File: src/rtl/clk_lock_monitor.sv
// rtl/clk_lock_monitor.sv - clk_in period and lock monitor on clk_ref; CLK_LOCK_MONITOR_TIMEOUT_EN adds stall timeout
module clk_lock_monitor #(
    parameter int CNT_W         = 16,
    parameter int EXPECT_PERIOD = 32,
    parameter int TOL           = 1,
    parameter int LOCK_COUNT    = 4
) (
    input  logic             clk_ref,
    input  logic             rst_n,
    input  logic             clk_in,
    input  logic             enable,
    output logic             rise_pulse,
    output logic             fall_pulse,
    output logic [CNT_W-1:0] period,
    output logic             period_valid,
    output logic             locked,
    output logic             lost,
    output logic [1:0]       state
);

    typedef enum logic [1:0] {
        IDLE    = 2'd0,
        ACQUIRE = 2'd1,
        LOCKED  = 2'd2,
        LOST    = 2'd3
    } state_t;

    localparam int              GC_W    = $clog2(LOCK_COUNT + 1);
    localparam logic [CNT_W-1:0] CNT_MAX = '1;
    localparam logic [CNT_W:0]   EXP_EXT = (CNT_W + 1)'(EXPECT_PERIOD);
    localparam logic [CNT_W:0]   TOL_EXT = (CNT_W + 1)'(TOL);
    localparam logic [GC_W-1:0]  GC_LOCK = GC_W'(LOCK_COUNT);

    state_t           st;
    logic             sync1;
    logic             sync2;
    logic             hist;
    logic [CNT_W-1:0] cnt;
    logic [GC_W-1:0]  good_cnt;
    logic             armed;
    logic             rise_det;
    logic             fall_det;
    logic [CNT_W:0]   dev;
    logic             good;
    logic             timeout;

    assign state    = st;
    assign rise_det = sync2 & ~hist;
    assign fall_det = ~sync2 & hist;

    // A saturated count means the real interval is unknown, so it never qualifies.
    always_comb begin
        dev  = '0;
        good = 1'b0;
        if ({1'b0, cnt} >= EXP_EXT) begin
            dev = {1'b0, cnt} - EXP_EXT;
        end else begin
            dev = EXP_EXT - {1'b0, cnt};
        end
        good = (dev <= TOL_EXT) && (cnt != CNT_MAX);
    end

`ifdef CLK_LOCK_MONITOR_TIMEOUT_EN
    localparam logic [CNT_W-1:0] TMO_CNT = CNT_W'(2 * EXPECT_PERIOD);
    assign timeout = ((st == ACQUIRE) || (st == LOCKED)) && (cnt == TMO_CNT) && !rise_det;
`else
    assign timeout = 1'b0;
`endif

    // clk_in is asynchronous data; only sync2/hist feed edge detection.
    always_ff @(posedge clk_ref) begin
        if (!rst_n) begin
            sync1 <= 1'b0;
            sync2 <= 1'b0;
            hist  <= 1'b0;
        end else begin
            sync1 <= clk_in;
            sync2 <= sync1;
            hist  <= sync2;
        end
    end

    always_ff @(posedge clk_ref) begin
        if (!rst_n || !enable) begin
            st           <= IDLE;
            cnt          <= '0;
            good_cnt     <= '0;
            armed        <= 1'b0;
            period       <= '0;
            period_valid <= 1'b0;
            rise_pulse   <= 1'b0;
            fall_pulse   <= 1'b0;
            locked       <= 1'b0;
            lost         <= 1'b0;
        end else begin
            rise_pulse   <= rise_det;
            fall_pulse   <= fall_det;
            period_valid <= 1'b0;

            // The first rise after reset/enable only starts the interval.
            if (rise_det) begin
                cnt   <= CNT_W'(1);
                armed <= 1'b1;
                if (armed) begin
                    period       <= cnt;
                    period_valid <= 1'b1;
                end
            end else if (timeout) begin
                cnt <= '0;
            end else if (cnt != CNT_MAX) begin
                cnt <= cnt + 1'b1;
            end

            case (st)
                IDLE: begin
                    st       <= ACQUIRE;
                    good_cnt <= '0;
                end
                ACQUIRE: begin
                    if (good_cnt == GC_LOCK) begin
                        st     <= LOCKED;
                        locked <= 1'b1;
                    end else if (rise_det && armed) begin
                        good_cnt <= good ? good_cnt + 1'b1 : '0;
                    end else if (timeout) begin
                        st   <= LOST;
                        lost <= 1'b1;
                    end
                end
                LOCKED: begin
                    if ((rise_det && armed && !good) || timeout) begin
                        st     <= LOST;
                        locked <= 1'b0;
                        lost   <= 1'b1;
                    end
                end
                LOST: begin
                    if (rise_det) begin
                        st       <= ACQUIRE;
                        good_cnt <= '0;
                    end
                end
                default: st <= IDLE;
            endcase
        end
    end

endmodule

File: config.mk
export PLATFORM = sky130hd
export DESIGN_NAME = clk_lock_monitor
export DESIGN_NICKNAME = d
export VERILOG_FILES = /design/src/rtl/clk_lock_monitor.sv
export SDC_FILE = /design/constraint.sdc
export NUM_CORES = 1
export LEC_CHECK = 0
export ABC_AREA = 1
export BUFFER_PORTS_ARGS = -buffer_cell sky130_fd_sc_hd__buf_4
export CAP_MARGIN = 20
export CORE_MARGIN = 5
export CORE_UTILIZATION = 27
export DETAILED_ROUTE_END_ITERATION = 7
export PLACE_DENSITY = 0.45
export SKIP_CTS_REPAIR_TIMING = 1
export SLEW_MARGIN = 20
export SYNTH_ARGS = -nofsm -noshare
export SYNTH_HDL_FRONTEND = slang
export SYNTH_SLANG_ARGS = --single-unit
File: constraint.sdc
create_clock -name clk_ref -period 5.2 [get_ports clk_ref]
set_clock_uncertainty 0.05 [all_clocks]
set_input_delay 0.26 -clock clk_ref [delete_from_list [all_inputs] [get_ports clk_ref]]
set_output_delay 0.26 -clock clk_ref [all_outputs]
set_load 0.02 [all_outputs]
---- Word level (Yosys, flattened, before mapping) ----
Cells that the tools add are included.
word-level totals
  word-level logic and storage cells ...... 69
  output and inout port bits .............. 23
  flip-flop bits (word level) ............. 46
operators by class
  $add $sub $neg .......................... 4
  bitwise operators ....................... 5
  reduce and logical (&&, ||, !) cells .... 18
  mux-type cells .......................... 16
  equal/unequal tests ..................... 10
  magnitude comparators ................... 2
operators by type and width
  kind                     count
  $le A17 B1 Y1 const B    1
  $mux W17                 1
  $sub A16 B6 Y17 const B  1
  $sub A6 B16 Y17 const A  1
  $add A16 B1 Y16 const B  1
  $ge A16 B6 Y1 const B    1
  $ne A16 B16 Y1 const B   1
  $mux W3                  4
  $ne A2 B2 Y1 const B     5
  $pmux W3 S3              1
  $pmux W2 S4              1
  $mux W2                  3
  $reduce_and A3 Y1        2
  $mux W1                  5
  $eq A2 B2 Y1 const B     2
  $reduce_and A2 Y1        2
  $reduce_and A4 Y1        1
  $reduce_bool A2 Y1       2
  $reduce_or A2 Y1         2
  $add A3 B1 Y3 const B    1
  $eq A3 B3 Y1 const B     1
  $logic_and A1 B1 Y1      3
  $logic_not A1 Y1         3
  $not A1 Y1               3
  other kinds (6)          7

---- Logic depth before layout (Yosys ltp) ----
  depth after elaboration ................. 8
  mapped depth ............................ 17

---- Least setup slack after synthesis ----
Ideal clock, no wire load.
  path kind ............................... reg2reg
  start point ............................. register cnt[5]
  end point ............................... register st[0] (netlist: state[0])
  buffers on the path ..................... 2
  stages on the path, launching flop included .. 17
  period minus slack after synthesis ...... 2.343 ns
  slack ................................... 2.857 ns
  arrival ................................. 2.222 ns
  library setup time ...................... 0.071 ns
  cells stage by stage .................... dfxtp_1 inv_2 clkbuf_1 ha_1 nand2_2 nor2_8 nand2_4 buf_6 nand2_2 nand3_1 nor2_1 nand2_1 o21bai_2 nand2_2 nand2_1 nand2_1 a21oi_1
on the way
  cells in the longest elaborated chain, start to end .. 8
ends and longest elaborated chain
  item                                     RTL line  text
  start, declared                          38        logic [CNT_W-1:0] cnt;
  start signal, assigned                   111       cnt <= cnt + 1'b1;
  $sub A6 B16 Y17 (tied with other cells)  58        dev = EXP_EXT - {1'b0, cnt};
  $mux W17                                 55        if ({1'b0, cnt} >= EXP_EXT) begin
  $le A17 B1 Y1                            60        good = (dev <= TOL_EXT) && (cnt != CNT_MAX);
  $logic_and A1 B1 Y1 *                    60
  $logic_not A1 Y1 *                       131       if ((rise_det && armed && !good) || timeout) begin
  $logic_and A1 B1 Y1 *                    131
  $ne A2 B2 Y1 (no source line) *          n/a
  $reduce_and A3 Y1 (no source line) *     n/a
  end signal, assigned                     132       st <= LOST;
  end signal, assigned                     139       st <= ACQUIRE;
  end signal, assigned                     143       default: st <= IDLE;
  end, declared                            34        state_t st;
Mark *: on every way between the ends. The rest lies on a longest branch, timed or not.
A chain may end at the register's enable or synchronous reset.

---- Worst setup path in the final report ----
Same ends and word-level chain as after synthesis.

==> run metrics <==
status completed; top sig layer met4; PD cells 206 mW/mm2; multi-input logic area 0.00165 mm2; Final nets 471; TritonRoute pass-1 iters 4; Compound-Gate Fraction of Synth Area 15.3%; Num CTS Buffers 5; H-tree Lvls 2; sequential share of power 53.3%; Synth cell types 36; Worst-path clk slew 0.09 ns; largest net degree at the start of global routing 35; DRC violation count after routing 0; yosys warns 0; Period Utilization, post-route 50.8%; max-cap violations 0; Post-Synth Adder-Cell Area 4.85%; I/O pin cnt 27; largest family of logic cells by synthesized area simple AND/OR/NAND/NOR gates; simple-gate area share of the yosys netlist 35.0%; wl on met1 3.89 mm; Reg area 921 um2; number of global-route vias before repair 2,581; initial antenna violation count 0; number of diodes 0; Cells after Synth 432; DR WL/cell 13.6 um; WL met3 306 um; hpwl dp 6.41 mm; Switching Fraction 23.5%; share of cells above drive strength 1 14.9%; Syn Nets 447; final hold violation count 0; height of the die 112 um; kind of critical path flop to flop; fin. max-slew vios 0; final setup violation count 0; die area 0.0127 mm2; Crit Path Max Fanout 12; slew of the pin with the lowest slew margin 0.613 ns; Seq/Total Area, Yosys 32.5%; clk_lat worst skew 0.30 ns; Fmax 379 MHz; vias per inst 4.57; Final Util 31.8%; clock tree buffer depth 2; chip width 112 um; minimum clock period 2.64 ns; Vias 2,709; multiplexer share of the synthesized area 0%; Slew HR 59.1%; initial core utilization 27.6%; Post-DRT Antenna Nets 0; first-pass GRT wire length 13.2 mm; Hold WC Path Type input port to flop; combinational share of power 7.6%; post-place instance area 0.00316 mm2; Post-Place Worst Slack 2.59 ns; port bufs 26; leakage 1.55 nW; Switch Pwr 0.159 mW; Total GRT Usage 13.0%; RSZ-0062 raised after global routing false; worst vdd ir 0.146 mV; Worst EP required 5.38 ns; Clock Power Share 39.1%; Post-Syn Area 0.00284 mm2; Layout area overhead 15.1%; Synth Register Bits 46; Congestion Overflow GR 0; Worst EP arrival 2.82 ns; Mapped Avg Cell Area 6.57 um2; power after layout 0.674 mW; DRT iter0 DRCs 132; internal power 0.516 mW; Met2 Wirelength 3.73 mm; Root Buffer clkbuf_8; worst setup margin 2.56 ns; xor/xnor share of the synthesized area 2.78%; critical path endpoint category flop; core area 0.0103 mm2; CTS sink count 46; Design Area, Final 0.00327 mm2; post-route setup TNS 0 ns; Placement Rows 37; Filler Cell Count 1,139; routability-driven placement congestion ratio 0.856; CTS tree done; CP startpoint kind flop; final WL 8.08 mm
==> final cells by class <==
cell class	instances	share of cell area (%)
clock inverters	3	1.23
flip-flops and latches	46	28.2
well taps	136	5.21
clock buffers	5	2.11
multi-input cells	318	50.4
inverters	58	6.67
repair buffers	27	6.21
==> per-stage QoR <==
step / std cells / hold WS (ns)
after floorplan: 432 / 0.303
after global placement: 585 / 0.346
after detailed placement: 585 / 0.354
after CTS: 593 / 0.0787
after global routing: 593 / 0.0934
final: 593 / 0.0827
==> routing by layer <==
layer  global-route usage [%]  vias up
li1                         -     1438
met1                     18.3     1201
met2                     20.3       61
met3                     1.99        9
met4                     4.17        0
met5                        0        -
==> path summary, 6_finish.rpt <==
kind	slack, ns	start	end	cells after the start
setup reg to reg	2.56	cnt[5]	state[0]	14
hold / removal	0.08	clk_in	sync1	3
setup / recovery	2.56	cnt[5]	state[0]	14
hold reg to reg	0.37	sync1	sync2	2
==> Yosys cell counts (all sizes together) <==
cell	number	area, um2
clkinv	1	3.75
o21a	2	15.0
or3	1	6.26
xor2	9	78.8
nor3	9	50.1
nor2	58	274
a2111oi	1	10.0
a31o	1	8.76
buf	4	32.5
nand2	109	447
nand4	2	12.5
nand3	35	175
a21boi	1	7.51
o21ai	35	179
inv	57	214
clkbuf	6	22.5
nor4	1	6.26
o2111ai	1	8.76
nand3b	2	15.0
o21bai	1	11.3
a21oi	36	180
a211oi	1	7.51
a31oi	1	6.26
ha	11	138
dfxtp	46	921
or2	1	6.26
==> worst max-delay path: stages (launching register included) <==
cell	delay (ns)
dfxtp_1	0.40
inv_2	0.22
ha_1	0.31
nand3_1	0.18
nor3_2	0.23
nand2_1	0.22
nand2_1	0.14
nand3_1	0.09
nor2_1	0.10
nand2_1	0.06
o21bai_2	0.22
nand2_2	0.10
nand2_1	0.09
nand2_1	0.05
a21oi_1	0.13
==> power by group through the flow <==
stage	combinational [mW]	clock, mW	sequential [mW]
finish	0.0515	0.264	0.359
floorplan	0.0354	0	0.369
CTS	0.0520	0.273	0.359
global route	0.0592	0.287	0.360
detailed placement	0.0519	0	0.368
global placement	0.0521	0	0.368
==> cell families (layout without fill, tap and decap cells) <==
kind of cell	count (synthesis)	after routing
AOI/OAI and AO/OA	80	80
xor gates and xnor gates	9	9
adders and majority gates	11	11
buffers and inverters	68	93
DFF	46	46
and+or+nand+nor	218	218
==> placed cells by master (no fill, tap or decap), drive strengths merged <==
cell type / instances
nor4: 1
nor2: 58
inv: 57
a21oi: 36
xor2: 9
a211oi: 1
o2111ai: 1
a31o: 1
o21a: 2
a2111oi: 1
ha: 11
or2: 1
dfxtp: 46
nand3b: 2
nand4: 2
o21bai: 1
a31oi: 1
nand3: 35
nor3: 9
nand2: 109
o21ai: 35
buf: 27
clkbuf: 5
or3: 1
bufinv: 1
clkinv: 3
a21boi: 1
==> registers in the layout (all words and copies together) (netlist names), 2 cells and up <==
signal	cells
cnt	16
period	16
good_cnt	3
state	2
Note: power is estimated with default switching activity, not from simulation.
